File: src/rtl/matmul_seq_param.sv
// rtl/matmul_seq_param.sv - sequential N x N matrix multiplier, one shared MAC per enabled cycle
// Optional feature macro MATMUL_SAT_EN: widened accumulator with results clamped to the OW range.
module matmul_seq_param #(
    parameter int N      = 4,
    parameter int DW     = 8,
    parameter int OW     = 18,
    parameter int SIGNED = 0
) (
    input  logic                 clk,
    input  logic                 rst,
    input  logic                 enable,
    input  logic                 start,
    input  logic [N*N*DW-1:0]    a_flat,
    input  logic [N*N*DW-1:0]    b_flat,
    output logic [N*N*OW-1:0]    c_flat,
    output logic                 busy,
    output logic                 done
);
    localparam int IW  = $clog2(N);
    localparam int PW  = 2 * DW;
`ifdef MATMUL_SAT_EN
    localparam int AW  = 2 * DW + $clog2(N) + 1;
    localparam int XW  = AW + OW + 2;
`else
    localparam int AW  = OW;
`endif
    localparam int AOW = $clog2(N * N * DW);
    localparam int COW = $clog2(N * N * OW);

    typedef enum logic [1:0] {IDLE, RUN, DONE} state_t;
    state_t state, state_nx;

    logic [N*N*DW-1:0] a_reg, b_reg;
    logic [N*N*OW-1:0] c_int, c_next;
    logic [IW-1:0]     i, j, k;
    logic [AW-1:0]     acc, sum, prod_x;
    logic [PW-1:0]     a_x, b_x, prod;
    logic [DW-1:0]     a_el, b_el;
    logic [AOW-1:0]    a_off, b_off;
    logic [COW-1:0]    c_off;
    logic [OW-1:0]     c_val;
    logic              k_last, j_last, i_last, last;
`ifdef MATMUL_SAT_EN
    logic signed [XW-1:0] sum_w, hi, lo;
`endif

    always_comb begin
        state_nx = state;
        case (state)
            IDLE:    if (start) state_nx = RUN;
            RUN:     if (last) state_nx = DONE;
            DONE:    state_nx = IDLE;
            default: state_nx = IDLE;
        endcase
    end

    assign busy = (state == RUN);
    assign done = (state == DONE);

    assign k_last = (k == IW'(N - 1));
    assign j_last = (j == IW'(N - 1));
    assign i_last = (i == IW'(N - 1));
    assign last   = k_last && j_last && i_last;

    always_comb begin
        a_off = AOW'((int'(i) * N + int'(k)) * DW);
        b_off = AOW'((int'(k) * N + int'(j)) * DW);
        c_off = COW'((int'(i) * N + int'(j)) * OW);
        a_el  = a_reg[a_off +: DW];
        b_el  = b_reg[b_off +: DW];
        // Product truncated to 2*DW bits is exact for both signed and unsigned operands
        if (SIGNED != 0) begin
            a_x = PW'($signed(a_el));
            b_x = PW'($signed(b_el));
        end else begin
            a_x = PW'(a_el);
            b_x = PW'(b_el);
        end
        prod = a_x * b_x;
        if (SIGNED != 0) prod_x = AW'($signed(prod));
        else             prod_x = AW'(prod);
        sum = acc + prod_x;
`ifdef MATMUL_SAT_EN
        hi = '0;
        lo = '0;
        if (SIGNED != 0) begin
            sum_w          = XW'($signed(sum));
            hi[OW-2:0]     = '1;
            lo             = '1;
            lo[OW-2:0]     = '0;
        end else begin
            sum_w          = XW'(sum);
            hi[OW-1:0]     = '1;
        end
        if (sum_w > hi)      c_val = hi[OW-1:0];
        else if (sum_w < lo) c_val = lo[OW-1:0];
        else                 c_val = sum_w[OW-1:0];
`else
        c_val = sum;
`endif
        c_next = c_int;
        c_next[c_off +: OW] = c_val;
    end

    always_ff @(posedge clk) begin
        if (rst) begin
            state  <= IDLE;
            i      <= '0;
            j      <= '0;
            k      <= '0;
            acc    <= '0;
            a_reg  <= '0;
            b_reg  <= '0;
            c_int  <= '0;
            c_flat <= '0;
        end else if (enable) begin
            state <= state_nx;
            case (state)
                IDLE: if (start) begin
                    a_reg <= a_flat;
                    b_reg <= b_flat;
                    i     <= '0;
                    j     <= '0;
                    k     <= '0;
                    acc   <= '0;
                end
                RUN: if (k_last) begin
                    acc   <= '0;
                    k     <= '0;
                    c_int <= c_next;
                    if (j_last) begin
                        j <= '0;
                        i <= i_last ? '0 : i + IW'(1);
                    end else begin
                        j <= j + IW'(1);
                    end
                    // Publish the whole matrix at once so c_flat never shows a partial result
                    if (last) c_flat <= c_next;
                end else begin
                    acc <= sum;
                    k   <= k + IW'(1);
                end
                default: ;
            endcase
        end
    end
endmodule
File: config.mk
export PLATFORM = sky130hd
export DESIGN_NAME = matmul_seq_param
export DESIGN_NICKNAME = d
export VERILOG_FILES = /design/src/rtl/matmul_seq_param.sv
export SDC_FILE = /design/constraint.sdc
export NUM_CORES = 2
export LEC_CHECK = 0
export ABC_AREA = 1
export ABC_CLOCK_PERIOD_IN_PS = 15000
export BUFFER_PORTS_ARGS = -buffer_cell sky130_fd_sc_hd__buf_2
export CAP_MARGIN = 20
export CORE_ASPECT_RATIO = 1.1
export CORE_MARGIN = 2
export CORE_UTILIZATION = 42
export CTS_BUF_LIST = sky130_fd_sc_hd__clkbuf_16
export DETAILED_ROUTE_END_ITERATION = 6
export GPL_TIMING_DRIVEN = 0
export HOLD_SLACK_MARGIN = 0.05
export PLACE_DENSITY = 0.68
export SETUP_SLACK_MARGIN = 0.3
export SLEW_MARGIN = 20
export SYNTH_ARGS = -nofsm -noshare
export SYNTH_HDL_FRONTEND = slang
export SYNTH_SLANG_ARGS = --single-unit
File: constraint.sdc
create_clock -name clk -period 15 [get_ports clk]
set_input_delay 3 -clock clk [delete_from_list [all_inputs] [get_ports clk]]
set_output_delay 3 -clock clk [all_outputs]
set_load 0.005 [all_outputs]
==> flow_metrics.py <==
metrics = {
    "timing": {
        "finalCriticalPeriod_ps": 9100,
        "finalSetupTns_ps": 0,
        "whs_ps": 473,
        "tightest_slew_ps": 1390,
        "relSlewSlack_pct": 7.20,
        "finalSetupViolations": 0,
        "clock.fmax_mhz": 110,
        "skew_ps": 43.9,
        "drv_slew": 0,
        "rsz0062_at_grt": "no",
        "fin_crit_sh_pct": 60.7,
        "hold_viol": 0,
    },
    "worst_setup_path": {
        "reg2reg_from": "j[0]",
        "cp.arrival_ps": 9730,
        "path_class": "reg -> reg",
        "cp_slowest_cell": "nor2_1",
        "critical_path.max_fanout": 10,
        "crit_top_cell": "nand2_1",
        "rr_endpoint": "c_int[105]",
        "crit_path_end_kind": "flip-flop",
        "critical_path.max_stage_delay_ps": 990,
        "reg2reg_depth": 29,
        "crit_required_ps": 15630,
        "start_kind": "flip-flop",
        "r2r_slack_ps": 5900,
    },
    "place": {
        "routabilityCongestion": 1.04,
        "hpwl_um": 143000,
        "io_buffers": 548,
    },
    "cts": {
        "cts_max_level": 3,
        "post_cts_buffers": 0,
        "clk_pin_slew_ps": 60,
        "cts_buffers": 91,
        "clockBufferDepth": 3,
        "root_buffer": "clkbuf_16",
        "hold_buffers": 0,
        "cts_tree": "yes",
        "post_cts_resized": 0,
        "clk_latency_ps": 710,
        "cts.sinks": 858,
    },
    "cells_and_area": {
        "top_regs": "c_flat x288, c_int x288",
        "synthToLayoutAreaGrowth_pct": 17.2,
        "drive_gt1_share_pct": 11.9,
        "fill_cells": 10133,
        "ff_latch_area_um2": 17200,
        "fin_nets": 7118,
        "multi_input_area_um2": 21100,
    },
    "flow_run": {
        "maxCapViolCount": 0,
    },
    "routing": {
        "drt-total-wl_um": 185000,
        "vias": 46446,
        "drt_first_pass_iters": 6,
        "drc": 0,
        "avgRoutedWirePerCell_um": 22.8,
        "antenna_left": 0,
        "routed_via_density": 5.72,
        "drt_iter0_markers": 5767,
    },
    "floorplan": {
        "start_util_pct": 42.5,
        "core_area_um2": 99300,
        "ioPinCount": 550,
        "die_w_um": 306,
        "die_area_um2": 103000,
        "num_rows": 121,
        "die_y_um": 336,
    },
    "yosys": {
        "syn_area_um2": 42200,
        "synth_nets": 6476,
        "yosys_warnings": 0,
        "synth.ff_latch_count": 858,
        "synth_area_leaders": "dfxtp_1, o21ai_0, nor2_1, nand2_1, nand3_1",
        "netlist_instances": 6117,
        "synthTopCellsByCount": "nor2_1, o21ai_0, dfxtp_1",
        "ys.flop_type": "dfxtp_1",
        "seq_area_frac_synth_pct": 40.7,
        "synth_edf_count": 0,
        "yosysTopAreaCellShare_pct": 40.7,
        "yosys.cell_count.top_type": "nor2_1",
        "synth_area_leader_cell": "dfxtp_1",
        "yosysUniqueCellTypes": 49,
        "async_reset_ff_share_pct": 0,
        "synth.avg_cell_area_um2": 6.89,
    },
    "global_route": {
        "antenna_found_initial": 6,
        "grt_max_degree": 14,
        "grt_pass1_wl_um": 270000,
        "grtUsageTotal_pct": 34.8,
        "grt_pass1_vias": 43299,
        "overflow": 0,
    },
    "outcome": {
        "status": "finished clean",
    },
    "min_path": {
        "worstHoldEndpoint": "acc[2]",
        "min_path_type": "reg -> reg",
        "min_from": "acc[2]",
        "min_path_cells": 2,
    },
    "power": {
        "ir_worst_vdd_mv": 0.107,
        "powerDensity_nw_per_um2": 130,
        "p_leak_nw": 23.0,
    },
}
layout by cell type (no fill, tap or decap), types with 4 or more instances in the layout:
cell type     n
nand2_1     687
o22ai_1      57
a22oi_1       8
o221ai_1     28
clkbuf_16    91
ha_1         49
o21bai_1     18
inv_2        16
o22ai_2       4
o21ai_1      39
buf_4         5
or2_1         5
or2_2        21
nand3_2       8
nor2_4       13
inv_1       605
buf_2       581
xor2_1        5
bufinv_16     8
clkinv_1     23
clkinv_2     11
o21ai_0     990
inv_6         6
nand3_1     487
buf_1        29
o211ai_1     64
clkbuf_1    330
nand4_1      60
o21a_1       44
a211oi_1      4
a21oi_1     464
fa_1         50
dfxtp_1     858
nor3_1       10
nor2_1     1085
a31oi_1       8
nor2_2       13
nand2_2       7
critical path: cells and delay by family (launching register included):
| family | cells | cell delay [ps] |
|---|---|---|
| and+or+nand+nor | 12 | 2790 |
| adders and majority gates | 5 | 2370 |
| buffers and inverters | 7 | 1350 |
| AOI/OAI and AO/OA | 4 | 1350 |
| DFF | 1 | 730 |
| xor gates and xnor gates | 1 | 420 |
logic make-up (layout without fill, tap and decap cells):
family	after synthesis	after routing	synth area share, %
other cells	0	2	0
fa+ha+maj	99	99	3.83
xor+xnor	9	9	0.276
buf+inv	1010	1718	9.17
compound gates	1733	1733	21.9
simple gates	2408	2408	24.0
flops	858	858	40.7
through the flow:
stage | worst slack [ps] | cell area, um^2 | std cells | utilization [%] | power, mW
after floorplan | 9000 | 42200 | 6117 | - | 3.37
after global placement | 6280 | 46500 | 7956 | 46.9 | 4.12
after detailed placement | 6220 | 46500 | 7956 | 46.9 | 4.13
after CTS | 6190 | 49400 | 8115 | 49.8 | 6.33
after global routing | 5580 | 49400 | 8116 | 49.8 | 6.60
final | 5900 | 49400 | 8118 | 49.8 | 6.43
routing by layer:
| metal | global-route usage (%) | up-vias | share of wire, % |
|---|---|---|---|
| met5 | 0 | - | 0.024 |
| met1 | 46.3 | 21861 | 42 |
| met4 | 19.2 | 6 | 6.0 |
| met2 | 53.2 | 2532 | 43 |
| li1 | - | 21503 | - |
| met3 | 6.41 | 544 | 9.8 |
worst max-delay path by stage:
stage               from  slack (ps)  cells after the start          end
floorplan           j[0]        9000                     31  c_flat[127]
CTS                 j[0]        6190                     31    c_int[58]
global route        j[0]        5580                     31  c_flat[186]
detailed placement  j[0]        6220                     31    c_int[58]
finish              j[0]        5900                     29   c_int[105]
global placement    j[0]        6280                     31    c_int[58]
layout make-up:
class / instances / share of cell area, %
clock buffer: 91 / 4.61
clock inverter: 68 / 1.21
antenna: 2 / 0.0101
timing repair buffer: 549 / 5.56
multi-input combinational: 4249 / 42.8
inverter: 608 / 4.62
sequential: 858 / 34.7
buffer: 402 / 3.22
tap: 1291 / 3.27
power breakdown:
part	total (mW)	internal, mW	switching (mW)
logic	1.83	0.384	1.44
clock network	2.24	1.25	0.994
registers	2.36	2.33	0.0308
(Power assumes the default switching activity.)
